--- src/rtl/simon_pkg.sv ---
// rtl/simon_pkg.sv - shared types and widths for the Simon sequence player
package simon_pkg;

  typedef enum logic [1:0] {
    RED    = 2'b00,
    BLUE   = 2'b01,
    GREEN  = 2'b10,
    YELLOW = 2'b11
  } colour_t;

  typedef enum logic [1:0] {
    IDLE = 2'd0,
    ON   = 2'd1,
    GAP  = 2'd2
  } player_state_t;

  localparam int LED_W   = 3;
  localparam int AUDIO_W = 4;

endpackage

--- src/rtl/sequence_player_if.sv ---
// rtl/sequence_player_if.sv - CPU-side request/response bundle of the sequence player
interface sequence_player_if #(
  parameter int DEPTH = 32
);

  logic                            append;
  logic [1:0]                      push_color;
  logic                            clear;
  logic                            start;
  logic                            abort;
  logic                            led_strobe;
  logic [simon_pkg::LED_W-1:0]     led_data;
  logic                            audio_strobe;
  logic [simon_pkg::AUDIO_W-1:0]   audio_data;
  logic                            busy;
  logic                            done;
  logic [$clog2(DEPTH):0]          seq_len;
  logic                            full;

  modport master (
    output append, push_color, clear, start, abort,
    input  led_strobe, led_data, audio_strobe, audio_data, busy, done, seq_len, full
  );

  modport slave (
    input  append, push_color, clear, start, abort,
    output led_strobe, led_data, audio_strobe, audio_data, busy, done, seq_len, full
  );

endinterface

--- src/rtl/seq_store.sv ---
// rtl/seq_store.sv - colour sequence storage with append/clear and combinational read port
module seq_store #(
  parameter int DEPTH = 32
) (
  input  logic                       clock,
  input  logic                       reset,
  input  logic                       clear_en,
  input  logic                       append_en,
  input  logic [1:0]                 push_color,
  input  logic [$clog2(DEPTH)-1:0]   rd_idx,
  output logic [1:0]                 rd_color,
  output logic [$clog2(DEPTH):0]     seq_len,
  output logic                       full
);

  localparam int IDX_W = $clog2(DEPTH);
  localparam int LEN_W = IDX_W + 1;

  logic [1:0] mem [DEPTH];
  logic       do_append;

  assign full      = (seq_len == LEN_W'(DEPTH));
  assign do_append = append_en && !full;
  assign rd_color  = mem[rd_idx];

  always_ff @(posedge clock) begin
    if (reset) begin
      seq_len <= '0;
    end else if (clear_en) begin
      seq_len <= '0;
    end else if (do_append) begin
      seq_len <= seq_len + LEN_W'(1);
    end
  end

  // Contents are don't-care after reset; seq_len alone defines what is valid.
  always_ff @(posedge clock) begin
    if (do_append) begin
      mem[seq_len[IDX_W-1:0]] <= push_color;
    end
  end

endmodule

--- src/rtl/sequence_player.sv ---
// rtl/sequence_player.sv - replays the stored colour sequence on the LED and tone peripherals
module sequence_player #(
  parameter int DEPTH      = 32,
  parameter int ON_CYCLES  = 25000000,
  parameter int GAP_CYCLES = 12500000,
  parameter int CNT_W      = 25
) (
  input  logic              clock,
  input  logic              reset,
  sequence_player_if.slave  bus
);
  import simon_pkg::*;

  localparam int IDX_W = $clog2(DEPTH);
  localparam int LEN_W = IDX_W + 1;

  player_state_t        state, state_n;
  logic [CNT_W-1:0]     timer, timer_n;
  logic [IDX_W-1:0]     idx, idx_n;
  logic [1:0]           rd_color;
  logic [LEN_W-1:0]     seq_len;
  logic                 full, last, clear_en, append_en;

  logic                 strobe_q, strobe_n, on_n, busy_q, done_q, done_n;
  logic [LED_W-1:0]     led_data_q, led_data_n;
  logic [AUDIO_W-1:0]   audio_data_q, audio_data_n;

  assign clear_en  = (state == IDLE) && !bus.start && bus.clear;
  assign append_en = (state == IDLE) && !bus.start && !bus.clear && bus.append;
  assign last      = ({1'b0, idx} == seq_len - LEN_W'(1));

  // The read port follows the next index so the on strobe carries the colour being entered.
  seq_store #(.DEPTH(DEPTH)) u_store (
    .clock      (clock),
    .reset      (reset),
    .clear_en   (clear_en),
    .append_en  (append_en),
    .push_color (bus.push_color),
    .rd_idx     (idx_n),
    .rd_color   (rd_color),
    .seq_len    (seq_len),
    .full       (full)
  );

  always_ff @(posedge clock) begin
    if (reset) begin
      state        <= IDLE;
      timer        <= '0;
      idx          <= '0;
      strobe_q     <= 1'b0;
      led_data_q   <= '0;
      audio_data_q <= '0;
      busy_q       <= 1'b0;
      done_q       <= 1'b0;
    end else begin
      state        <= state_n;
      timer        <= timer_n;
      idx          <= idx_n;
      strobe_q     <= strobe_n;
      led_data_q   <= led_data_n;
      audio_data_q <= audio_data_n;
      busy_q       <= (state_n != IDLE);
      done_q       <= done_n;
    end
  end

  always_comb begin
    state_n = state;
    timer_n = timer;
    idx_n   = idx;
    case (state)
      IDLE: begin
        if (bus.start && seq_len != '0) begin
          state_n = ON;
          timer_n = '0;
          idx_n   = '0;
        end
      end
      ON: begin
        if (bus.abort) begin
          state_n = IDLE;
          timer_n = '0;
        end else if (timer == CNT_W'(ON_CYCLES - 1)) begin
          state_n = GAP;
          timer_n = '0;
        end else begin
          timer_n = timer + CNT_W'(1);
        end
      end
      GAP: begin
        if (bus.abort) begin
          state_n = IDLE;
          timer_n = '0;
        end else if (timer == CNT_W'(GAP_CYCLES - 1)) begin
          timer_n = '0;
          if (last) begin
            state_n = IDLE;
          end else begin
            state_n = ON;
            idx_n   = idx + IDX_W'(1);
          end
        end else begin
          timer_n = timer + CNT_W'(1);
        end
      end
      default: begin
        state_n = IDLE;
        timer_n = '0;
      end
    endcase
  end

  // Leaving ON for any reason (GAP or abort) turns the colour off; leaving GAP is silent.
  always_comb begin
    strobe_n = 1'b0;
    on_n     = 1'b0;
    if (state_n == ON && state != ON) begin
      strobe_n = 1'b1;
      on_n     = 1'b1;
    end else if (state == ON && state_n != ON) begin
      strobe_n = 1'b1;
    end
    done_n       = (state == IDLE && bus.start && seq_len == '0) ||
                   (state == GAP && state_n == IDLE && !bus.abort);
    led_data_n   = strobe_n ? {rd_color, on_n} : led_data_q;
    audio_data_n = strobe_n ? {1'b0, rd_color, on_n} : audio_data_q;
  end

  assign bus.led_strobe   = strobe_q;
  assign bus.audio_strobe = strobe_q;
  assign bus.led_data     = led_data_q;
  assign bus.audio_data   = audio_data_q;
  assign bus.busy         = busy_q;
  assign bus.done         = done_q;
  assign bus.seq_len      = seq_len;
  assign bus.full         = full;

endmodule

--- src/flat_wrapper.sv ---
// flat-port wrapper written by rule: the top's interface ports become plain ports
module sequence_player_flat import simon_pkg::*;
#(
  parameter int DEPTH      = 32,
  parameter int ON_CYCLES  = 25000000,
  parameter int GAP_CYCLES = 12500000,
  parameter int CNT_W      = 25
)
  (clock, reset, bus_append, bus_push_color, bus_clear, bus_start, bus_abort, bus_led_strobe, bus_led_data, bus_audio_strobe, bus_audio_data, bus_busy, bus_done, bus_seq_len, bus_full);
  sequence_player_if #(.DEPTH(DEPTH)) bus_i ();
  input  logic clock;
  input  logic reset;
  input wire logic [$bits(bus_i.append)-1:0] bus_append;
  input wire logic [$bits(bus_i.push_color)-1:0] bus_push_color;
  input wire logic [$bits(bus_i.clear)-1:0] bus_clear;
  input wire logic [$bits(bus_i.start)-1:0] bus_start;
  input wire logic [$bits(bus_i.abort)-1:0] bus_abort;
  output wire logic [$bits(bus_i.led_strobe)-1:0] bus_led_strobe;
  output wire logic [$bits(bus_i.led_data)-1:0] bus_led_data;
  output wire logic [$bits(bus_i.audio_strobe)-1:0] bus_audio_strobe;
  output wire logic [$bits(bus_i.audio_data)-1:0] bus_audio_data;
  output wire logic [$bits(bus_i.busy)-1:0] bus_busy;
  output wire logic [$bits(bus_i.done)-1:0] bus_done;
  output wire logic [$bits(bus_i.seq_len)-1:0] bus_seq_len;
  output wire logic [$bits(bus_i.full)-1:0] bus_full;
  assign bus_i.append = bus_append;
  assign bus_i.push_color = bus_push_color;
  assign bus_i.clear = bus_clear;
  assign bus_i.start = bus_start;
  assign bus_i.abort = bus_abort;
  assign bus_led_strobe = bus_i.led_strobe;
  assign bus_led_data = bus_i.led_data;
  assign bus_audio_strobe = bus_i.audio_strobe;
  assign bus_audio_data = bus_i.audio_data;
  assign bus_busy = bus_i.busy;
  assign bus_done = bus_i.done;
  assign bus_seq_len = bus_i.seq_len;
  assign bus_full = bus_i.full;
  sequence_player #(.DEPTH(DEPTH), .ON_CYCLES(ON_CYCLES), .GAP_CYCLES(GAP_CYCLES), .CNT_W(CNT_W)) u_core (.clock(clock), .reset(reset), .bus(bus_i));
endmodule
--- config.mk ---
export PLATFORM = sky130hd
export DESIGN_NAME = sequence_player_flat
export DESIGN_NICKNAME = d
export VERILOG_FILES = /design/src/rtl/simon_pkg.sv /design/src/rtl/sequence_player_if.sv /design/src/rtl/seq_store.sv /design/src/rtl/sequence_player.sv /design/src/flat_wrapper.sv
export SDC_FILE = /design/constraint.sdc
export NUM_CORES = 1
export LEC_CHECK = 0
export ABC_AREA = 1
export BUFFER_PORTS_ARGS = -buffer_cell sky130_fd_sc_hd__buf_2
export CAP_MARGIN = 0
export CELL_PAD_IN_SITES_DETAIL_PLACEMENT = 1
export CELL_PAD_IN_SITES_GLOBAL_PLACEMENT = 2
export CORE_ASPECT_RATIO = 1.5
export CORE_MARGIN = 3
export CORE_UTILIZATION = 40
export CTS_CLUSTER_SIZE = 40
export DETAILED_ROUTE_END_ITERATION = 10
export HOLD_SLACK_MARGIN = 0.12
export PLACE_DENSITY = 0.81
export SETUP_SLACK_MARGIN = 0.02
export SLEW_MARGIN = 30
export SYNTH_ARGS = -nofsm -noshare
export SYNTH_HDL_FRONTEND = slang
export SYNTH_SLANG_ARGS = --single-unit
--- constraint.sdc ---
create_clock -name clock -period 4.1 [get_ports clock]
set_clock_uncertainty 0.15 [all_clocks]
set_input_delay 0.41 -clock clock [delete_from_list [all_inputs] [get_ports clock]]
set_output_delay 0.41 -clock clock [all_outputs]
set_load 0.01 [all_outputs]
==> run metrics, run 1 <==
outcome=finished clean; core area=around 14000 µm²; PD cells=353 nW/µm²; Post-synth top cells=nand2_1, inv_1, nand3_1, nor2_1, edfxtp_1; CP Class=reg -> reg; share of cells above drive strength 1=about a tenth; Cells after Synth=~700; first-pass GRT wire length=26100 µm; top-level I/O count=26; Post-synth EDFFs=64; # Post-CTS Setup Buffers=0; DR pass1 iterations=4; Final Wtd Congestion=0.879; Synth Warn #=0; Comb power frac=4.6%; number of global-route vias before repair=5123; startpoint types=flip-flop; I/O Buffers=24; All-Layer GR Usage=21.7%; Starting Density=41.4%; DR DRC count=0; syn nets=725; Skew-Pair Late Insertion Delay=0.35 ns; setup TNS=0 ns; Synth Flop Type=edfxtp_1; Starting DRT DRC Count=around 120; Tmin final=around 3.5 ns; P&R area growth vs syn=9.53%; Max Cap Viol=0; via count=4656; CP Max Fanout=18; leak pwr=2.61 nW; reg2reg start=u_core.u_store.seq_len[0]; sw frac=~22%; clk buf depth=2; Clock power frac=about 43%; Peak supply drop=0.000258 V; Reg power frac=between 50% and 60%; Final Hold Fails=0; RSZ-0062 raised after global routing=false; Synth Cell Area=5690 µm²; depth of the CTS H-tree=3; vias per cell=5.07; Resized cells post-CTS=0; Final period util=84.4%; Sinks on Clock Net=between 100 and 150; Synth top area share=around 34%; hold_buf cts=0; Die Y=around 150 µm; synthesized flop and latch total=108; initial antenna violation count=0; placed wire-length estimate=12500 µm; max-slew violation count=0; fin nets=743; Hold WC Path Type=in -> reg; Row Count=52; drt total wl=roughly 16000 µm; Clk pin slew, worst setup/hold paths=about 0.07 ns; Max-slew headroom=58.8%; Critical Path Start=u_core.u_store.seq_len[0]; Psw=0.476 mW; top post-synthesis cells by area=edfxtp_1, dfxtp_1, nand2_1; syn avg cell area=8.05 µm²; number of setup violations in the final report=0; die width=103 µm; TritonCTS clock tree=done; antenna-violating nets left=0; final core utilization=between 40% and 50%; internal power=1.72 mW; post-synthesis sequential area ratio=49.3%; total gr overflow=0; Tightest Pin Transition=around 0.62 ns; Worst EP arrival=3.60 ns; cts bufs inserted=9; fraction of registers with async set/reset=0%; largest area contributor in the netlist=edfxtp_1; root buf cell=clkbuf_16; ANT cells=0; critical path data required time=4.24 ns; Routed WL per cell=17.6 µm; largest net degree at the start of global routing=33; distinct cell type count after synthesis=40; hold_sp=bus_start; Worst setup EP type=flip-flop; most numerous cell in the Yosys netlist=nand2_1; total die area=15700 µm²; fmax=289 MHz
==> placed cells by master (no fill, tap or decap), types with 4 or more instances in the layout <==
| cell type | instances |
|---|---|
| a211oi_1 | 4 |
| a21oi_1 | 10 |
| buf_2 | 24 |
| clkbuf_16 | 9 |
| dfxtp_1 | 44 |
| edfxtp_1 | 64 |
| ha_1 | 11 |
| inv_1 | 115 |
| inv_2 | 8 |
| nand2_1 | 154 |
| nand2_4 | 6 |
| nand3_1 | 98 |
| nand4_1 | 12 |
| nor2_1 | 96 |
| nor2_4 | 4 |
| nor3_1 | 15 |
| nor4_1 | 4 |
| o21ai_0 | 5 |
| xor2_1 | 7 |
==> cells by family (layout without fill, tap and decap cells) <==
group / count (synthesis) / after routing / synth area share, %
simple gates: 405 / 405 / 32.6
buf+inv: 141 / 164 / 10.6
flops: 108 / 108 / 49.3
compound gates: 31 / 31 / 3.65
fa+ha+maj: 11 / 11 / 2.42
xor+xnor: 9 / 9 / 1.39
other cells: 1 / 1 / 0.0660
==> routing by layer <==
| metal | wire (µm) | GRT usage [%] | up-vias |
|---|---|---|---|
| met4 | 592 | 8.64 | 0 |
| met3 | 304 | 3.35 | 32 |
| li1 | - | - | 2299 |
| met1 | 6040 | 22.1 | 2274 |
| met5 | 0 | 0 | - |
| met2 | 9180 | 41.9 | 51 |
==> power groups by stage <==
stage	Combinational, mW	Sequential, mW	Clock (mW)
final	0.102	1.16	0.933
after global routing	0.113	1.16	0.998
after CTS	0.104	1.16	0.953
after detailed placement	0.104	1.19	0
after global placement	0.101	1.18	0
after floorplan	0.0604	1.19	0
==> sequential cells by signal, summed over array words and instances (netlist names) <==
register,count
u_core.u_store.mem,64
u_core.state,2
u_core.timer,25
u_core.bus.audio_strobe,1
u_core.idx,5
u_core.bus.led_data,3
u_core.bus.done,1
u_core.bus.busy,1
u_core.u_store.seq_len,6
==> per-stage QoR <==
stage / power (mW) / instance area [µm²] / instances / setup slack [ns] / hold slack [ns]
floorplan: 1.25 / 5690 / 706 / 1.51 / 0.306
global placement: 1.29 / 5910 / 902 / 0.671 / 0.316
detailed placement: 1.29 / 5910 / 902 / 0.630 / 0.350
CTS: 2.22 / 6230 / 918 / 0.599 / 0.197
global route: 2.27 / 6230 / 918 / 0.250 / 0.215
finish: 2.20 / 6230 / 918 / 0.639 / 0.213
==> critical path, cell delays in order (launching register included) <==
cell and delay (ns):
dfxtp_1 0.37, inv_1 0.21, ha_1 0.26, inv_1 0.08, nor2_2 0.14, nand3_2 0.13, nand2_1 0.10, inv_2 0.06
nor2_8 0.17, inv_2 0.16, o21ai_4 0.14, nand2_1 0.08, nand2_1 0.09, nand2_2 0.27, inv_2 0.36, nand3_1 0.17
nand3_1 0.10, nand3_1 0.08, nand3_1 0.11, nand3_1 0.10, nand2_1 0.07
==> path summary, 6_finish.rpt <==
check | to | slack, ns | cells after the start
setup / recovery | u_core.bus.led_data[2] | 0.64 | 20
hold / removal | u_core.bus.done | 0.21 | 3
setup reg to reg | u_core.bus.led_data[2] | 0.64 | 20
hold reg to reg | u_core.timer[1] | 0.35 | 2
==> cell type report <==
class	count	area [µm²]
fill	1684	7500
timing repair buffer	25	128
clock inverter	6	87.6
clock buffer	10	229
tap	189	236
sequential	108	2800
multi-input combinational	457	2280
inverter	123	462
Note: power is estimated with default switching activity, not from simulation.
==> run 2: changes to the inputs <==
Settings changed: CORE_UTILIZATION 40 to 37, PLACE_DENSITY 0.81 to 0.76.
Clock period 4.1 ns to 3.2 ns, I/O delays scaled along.
==> run 2 against run 1 <==
Against the previous run: cell area grew 3.3%; non-clock buffer count grew 22; sequential power grew 28%; core utilization shrank 1.9 points; global-route usage shrank 1.1 points; power grew 25%; setup slack lost 0.27 ns; final cell count grew 3.2%.
==> run metrics, run 2 (same netlist as run 1, synthesis figures left out) <==
P&R area growth vs syn=13.1%; fmax=353 MHz (+22%); first-pass GRT wire length=26600 µm (+1.8%); Clk pin slew, worst setup/hold paths=0.08 ns (about the same); post-placement cell count=930 (+3.1%); worst hold stages=4 (+1); CP Max Fanout=4 (-14); Starting Density=38.4% (-3.0 points); DR DRC count=0 (unchanged); Starting DRT DRC Count=177 (+44%); top-level I/O count=26 (unchanged); Die Y=158 µm (+3.8%); number of global-route vias before repair=5233 (+2.1%); max reg flops=64 (unchanged); Sinks on Clock Net=108 (unchanged); root buf cell=clkbuf_16; critical path data required time=3.35 ns (-0.89 ns); I/O Buffers=24 (unchanged); total die area=16900 µm² (+7.7%); register cell area after layout=2800 µm² (about the same); Peak supply drop=0.000236 V (-8.8%); fin cells=947 (+3.2%); pre-CTS setup slack=-0.0737 ns (-0.703 ns); PD cells=425 nW/µm² (+21%); clk buf depth=2 (unchanged); core area=14800 µm² (+7.8%); All-Layer GR Usage=20.6% (-1.1 points); Layout fillers=1810 (+7.5%); leading cell type in the layout, fill and taps excluded=nand2_1; antenna-violating nets left=0 (unchanged); cts bufs inserted=9 (unchanged); placed wire-length estimate=13200 µm (+6.1%); hold slack=0.143 ns (-0.0703 ns); Tightest Pin Transition=0.623 ns (+0.00560 ns); final core utilization=43.5% (-1.9 points); Tmin final=2.83 ns (-0.627 ns); fin nets=765 (+3.0%); total gr overflow=0 (unchanged); largest net degree at the start of global routing=33 (unchanged); CP Class=reg -> reg; number of setup violations in the final report=0 (unchanged); commonest non-fill, non-tap cells in the layout=nand2_1, inv_1, nand3_1; startpoint types=flip-flop; area of the multi-input gates=2320 µm² (+1.8%); depth of the CTS H-tree=3 (unchanged); Hold WC Path Type=in -> reg; met2 WL post-DR=10300 µm (+12%); Final period util=88.6% (+4.1 points); share of cells above drive strength 1=13.0% (+3.4 points); Final Hold Fails=0 (unchanged); setup TNS=0 ns (unchanged); vias per cell=5.02 (-1.0%); wl on met1=5780 µm (-4.3%); initial antenna violation count=0 (unchanged); Final Wtd Congestion=0.842 (-4.2%); Routed WL per cell=17.7 µm (+0.96%); drt total wl=16800 µm (+4.2%); Row Count=54 (+3.8%); Worst EP arrival=2.98 ns (-0.62 ns); setup ws final=0.366 ns (-0.273 ns); ANT cells=0 (unchanged); max-slew violation count=0 (unchanged); R2R cell count=16 (-20%); leak pwr=2.69 nW (+3.0%); die width=107 µm (+3.7%); DR pass1 iterations=4 (unchanged); highest metal layer with signal wires=met4; RSZ-0062 raised after global routing=false; Worst setup EP type=flip-flop; met3 WL post-DR=310 µm (+2.0%); via count=4753 (+2.1%); Skew-Pair Late Insertion Delay=0.35 ns (about the same); Max Cap Viol=0 (unchanged); Max-slew headroom=58.4% (-0.37 points); outcome=finished clean; TritonCTS clock tree=done
==> run 2: area by class of cell <==
cell class	count	share of cell area, %
clock inverter	7	1.03
inverter	123	7.18
tap	196	3.81
sequential	108	43.6
clock buffer	9	3.50
multi-input combinational	457	36.1
timing repair buffer	47	4.79
==> run 2: routing by layer <==
layer / global-route usage [%] / up-vias
li1: - / 2349
met4: 6.76 / 0
met5: 0 / -
met3: 2.77 / 23
met2: 44.7 / 45
met1: 18.8 / 2336
==> run 2: metrics by stage <==
stage | power (mW) | area, µm²
after floorplan | 1.60 | 5690
after global placement | 1.66 | 6090
after detailed placement | 1.66 | 6090
after CTS | 2.77 | 6400
after global routing | 2.85 | 6430
final | 2.73 | 6430
==> run 2: worst paths after layout <==
path | startpoint | to | slack (ns)
max | u_core.timer[0] | u_core.bus.led_data[2] | 0.37
min | bus_clear | u_core.u_store.seq_len[2] | 0.14
max reg2reg | u_core.timer[0] | u_core.bus.led_data[2] | 0.37
min reg2reg | u_core.timer[0] | u_core.timer[0] | 0.34
==> run 2: critical path: stages (launching register included) <==
cell      delay, ns
dfxtp_1        0.37
ha_1           0.21
nand2_1        0.08
nor2_2         0.15
inv_1          0.10
nor2_2         0.13
nand4_1        0.11
nor3_2         0.26
o21ai_0        0.14
nand2_1        0.08
o221ai_1       0.15
nand2_1        0.12
nor2_1         0.05
ha_2           0.32
nor2_4         0.19
nand3_1        0.10
nand2_1        0.06
==> run 2: report_power, final <==
group          switching [mW]  internal, mW
clock                   0.555         0.549
combinational          0.0988        0.0445
sequential            0.00806          1.48
==> run 2: timing repair <==
action | in CTS | in global routing
setup endpoints to repair | 4 | 8
resized for setup | 2 | 8
buffers inserted | 0 | 0
hold endpoints to repair | 1 | 0
pin swaps | 0 | 1
hold buffers | 1 | 0
==> run 3: changes to the inputs <==
Settings changed: ABC_AREA 1 to unset, CORE_UTILIZATION 37 to 40.
==> run 3 against run 2 <==
Against the previous run: the run now ends with negative setup slack left; highest routed layer unchanged; critical endpoint unchanged; area after synthesis shrank 5.7%; largest power group unchanged; sequential share of layout area shrank 1.4 points; critical path depth shrank 3; final cell count shrank 19%.
==> run metrics, run 3 <==
Routed WL per cell=20.8 µm (+17%); Comb power frac=4.9% (-0.3 points); register cell area after layout=2810 µm² (about the same); P&R area growth vs syn=24.0%; fin nets=622 (-19%); most numerous cell in the Yosys netlist=nor2_1; first-pass GRT wire length=24900 µm (-6.4%); All-Layer GR Usage=22.0% (+1.4 points); CP dominant cell by count=buf_12; top-level I/O count=26 (unchanged); die width=101 µm (-6.2%); fraction of registers with async set/reset=0% (unchanged); post-synthesis sequential area ratio=52.3% (+3.0 points); R2R cell count=13 (-3); Layout fillers=1427 (-21%); max-slew violation count=0 (unchanged); root buf cell=clkbuf_16; Die Y=148 µm (-6.4%); Final period util=105% (+17 points); worst hold stages=2 (-2); Critical Path Max Stage Delay=0.42 ns (+0.05 ns); worst-path cell chain=or3_1 -> or4_1 -> and4_4 -> a21boi_4 -> mux2i_4 -> buf_12 -> buf_12 -> buf_16 -> mux2i_1 -> a22oi_1 -> o2111ai_2 -> nand2_2 -> o31a_1; Reg power frac=54.1% (-0.3 points); Psw=0.654 mW (-1.2%); largest area contributor in the netlist=edfxtp_1; distinct cell type count after synthesis=63 (+57%); via count=4307 (-9.4%); Synth Flop Type=edfxtp_1; number of setup violations in the final report=3 (+3); RSZ-0062 raised after global routing=true; reg2reg start=u_core.u_store.seq_len[2]; post-placement cell count=740 (-20%); leading cell type in the layout, fill and taps excluded=nor2_1; Tmin final=3.36 ns (+0.531 ns); critical path data required time=3.29 ns (-0.06 ns); fmax=297 MHz (-16%); Worst EP arrival=3.45 ns (+0.47 ns); internal power=2.08 mW (+0.57%); setup ws final=-0.165 ns (-0.531 ns); Synth Warn #=0 (unchanged); I/O Buffers=24 (unchanged); drt total wl=16000 µm (-4.9%); Max Cap Viol=0 (unchanged); ANT cells=0 (unchanged); Synth top area share=35.8% (+2.0 points); synthesized flop and latch total=108 (unchanged); hold slack=0.196 ns (+0.0536 ns); leak pwr=2.35 nW (-13%); TritonCTS clock tree=done; vias per cell=5.62 (+12%); reg2reg end=u_core.bus.led_data[2]; total gr overflow=0 (unchanged); failing checks=negative setup slack; Worst setup EP type=flip-flop; placed wire-length estimate=11700 µm (-11%); syn nets=539 (-26%); final core utilization=50.8% (+7.3 points); Synth Cell Area=5360 µm² (-5.7%); startpoint types=flip-flop; CP max-delay cell=or4_1; Sinks on Clock Net=108 (unchanged); clk buf depth=2 (unchanged); cts bufs inserted=9 (unchanged); CP Class=reg -> reg; commonest non-fill, non-tap cells in the layout=nor2_1, buf_4, edfxtp_1; DR pass1 iterations=4 (unchanged); largest net degree at the start of global routing=33 (unchanged); Starting Density=41.0% (+2.6 points); Post-synth EDFFs=64 (unchanged); Critical Path Start=u_core.u_store.seq_len[2]; depth of the CTS H-tree=3 (unchanged); Final Hold Fails=0 (unchanged); placed cell areas=6090 µm² (about the same); Hold WC Path Type=in -> reg; Clk pin slew, worst setup/hold paths=0.08 ns (about the same); DR DRC count=0 (unchanged); Clock power frac=41.0% (+0.6 points); Post-synth top cells=nor2_1, edfxtp_1, nand2_1, dfxtp_1, mux2i_1; worst setup path end=u_core.bus.led_data[2]; top post-synthesis cells by area=edfxtp_1, dfxtp_1, nor2_1; max reg flops=64 (unchanged); initial antenna violation count=0 (unchanged); syn avg cell area=10.3 µm² (+28%); area of the multi-input gates=2520 µm² (+8.5%); Row Count=51 (-5.6%); register-to-register setup slack=-0.16 ns (-0.53 ns); Cells after Synth=520 (-26%); outcome=complete, but fails checks; Final Wtd Congestion=0.826 (-1.9%); Skew-Pair Late Insertion Delay=0.35 ns (about the same); final instance area=6650 µm² (+3.3%); fin cells=767 (-19%); antenna-violating nets left=0 (unchanged); core area=13100 µm² (-12%); CP Max Fanout=8 (+4); total die area=14900 µm² (-12%); number of global-route vias before repair=4665 (-11%); Peak supply drop=0.000263 V (+12%); Tightest Pin Transition=0.576 ns (-0.0476 ns); Max-slew headroom=61.6% (+3.2 points); PD cells=412 nW/µm² (-3.1%); Starting DRT DRC Count=169 (-4.5%); pre-CTS setup slack=-0.236 ns (-0.163 ns); share of cells above drive strength 1=24.3% (+11 points); sw frac=23.9% (-0.33 points)
[run 3: changes by cell type after synthesis, moves of 8 or more]
| cell | before | now |
|---|---|---|
| nand3_1 | 98 | 21 |
| or3_1 | 0 | 10 |
| clkbuf_1 | 3 | 13 |
| mux2i_1 | 0 | 27 |
| nor3_1 | 15 | 7 |
| nor2_1 | 96 | 84 |
| inv_2 | 8 | 0 |
| nand2_1 | 154 | 47 |
| a21oi_1 | 10 | 19 |
| inv_1 | 115 | 14 |
| xnor2_1 | 2 | 15 |
| a22oi_1 | 0 | 8 |
| xor2_1 | 7 | 17 |
[run 3: power by group through the flow]
stage | Combinational, mW | Sequential (mW) | Clock, mW
6_report | 0.134 | 1.48 | 1.12
5_1_grt | 0.147 | 1.48 | 1.21
4_1_cts | 0.132 | 1.48 | 1.15
3_5_place_dp | 0.127 | 1.51 | 0
3_3_place_gp | 0.123 | 1.51 | 0
2_1_floorplan | 0.0602 | 1.52 | 0
[run 3: area by class of cell]
cell class                      instances  share of cell area, %
Tap cell                              159                   2.99
Inverter                               14                  0.791
Clock buffer                            9                   3.39
Multi-Input combinational cell        374                   37.9
Timing Repair Buffer                   96                   11.6
Sequential cell                       108                   42.2
Clock inverter                          7                   1.17
[run 3: worst min-delay path by stage]
stage               startpoint                 endpoint  slack, ns
2_1_floorplan            reset            u_core.idx[1]       0.24
3_3_place_gp   u_core.timer[1]          u_core.timer[1]       0.33
3_5_place_dp   u_core.timer[1]          u_core.timer[1]       0.34
4_1_cts                  reset  u_core.bus.audio_strobe       0.18
5_1_grt                  reset          u_core.bus.done       0.20
6_report                 reset          u_core.bus.done       0.20
[run 3: worst max-delay path: cells and delay by family, from the launching register on]
family | cells | cell delay, ns
and+or+nand+nor | 4 | 1.13
buffers and inverters | 3 | 0.40
DFF | 1 | 0.32
AOI/OAI and AO/OA | 4 | 0.69
muxes | 2 | 0.54
[run 3: what timing repair did]
action,in CTS,in global routing
cloned,2,1
resized for setup,15,10
buffers inserted,4,5
setup endpoints to repair,3,7
pin swaps,8,6
hold buffers,0,0
[run 3: cells by family after synthesis]
kind of cell	synth area share, %
simple gates	19.6
flops	52.3
compound gates	10.2
buf+inv	3.27
mux	6.77
xor+xnor	5.23
fa+ha+maj	2.57
other cells	0.0699
[run 3: stage by stage]
stage / TNS (ns) / power, mW
global placement: -0.362 / 1.64
floorplan: -0.360 / 1.58
global route: -0.656 / 2.84
detailed placement: -0.599 / 1.64
finish: -0.355 / 2.74
CTS: -0.154 / 2.76
[run 3: routing by layer]
metal  vias to the layer above  part of all wire [%]  wire length, µm  track usage [%]
met5                         -                     0                0                0
met4                         0                   3.3              525             9.51
met3                        31                   2.6              413             3.64
met2                        84                    58             9220             43.1
met1                      2148                    36             5800             22.1
li1                       2044                     -                -                -
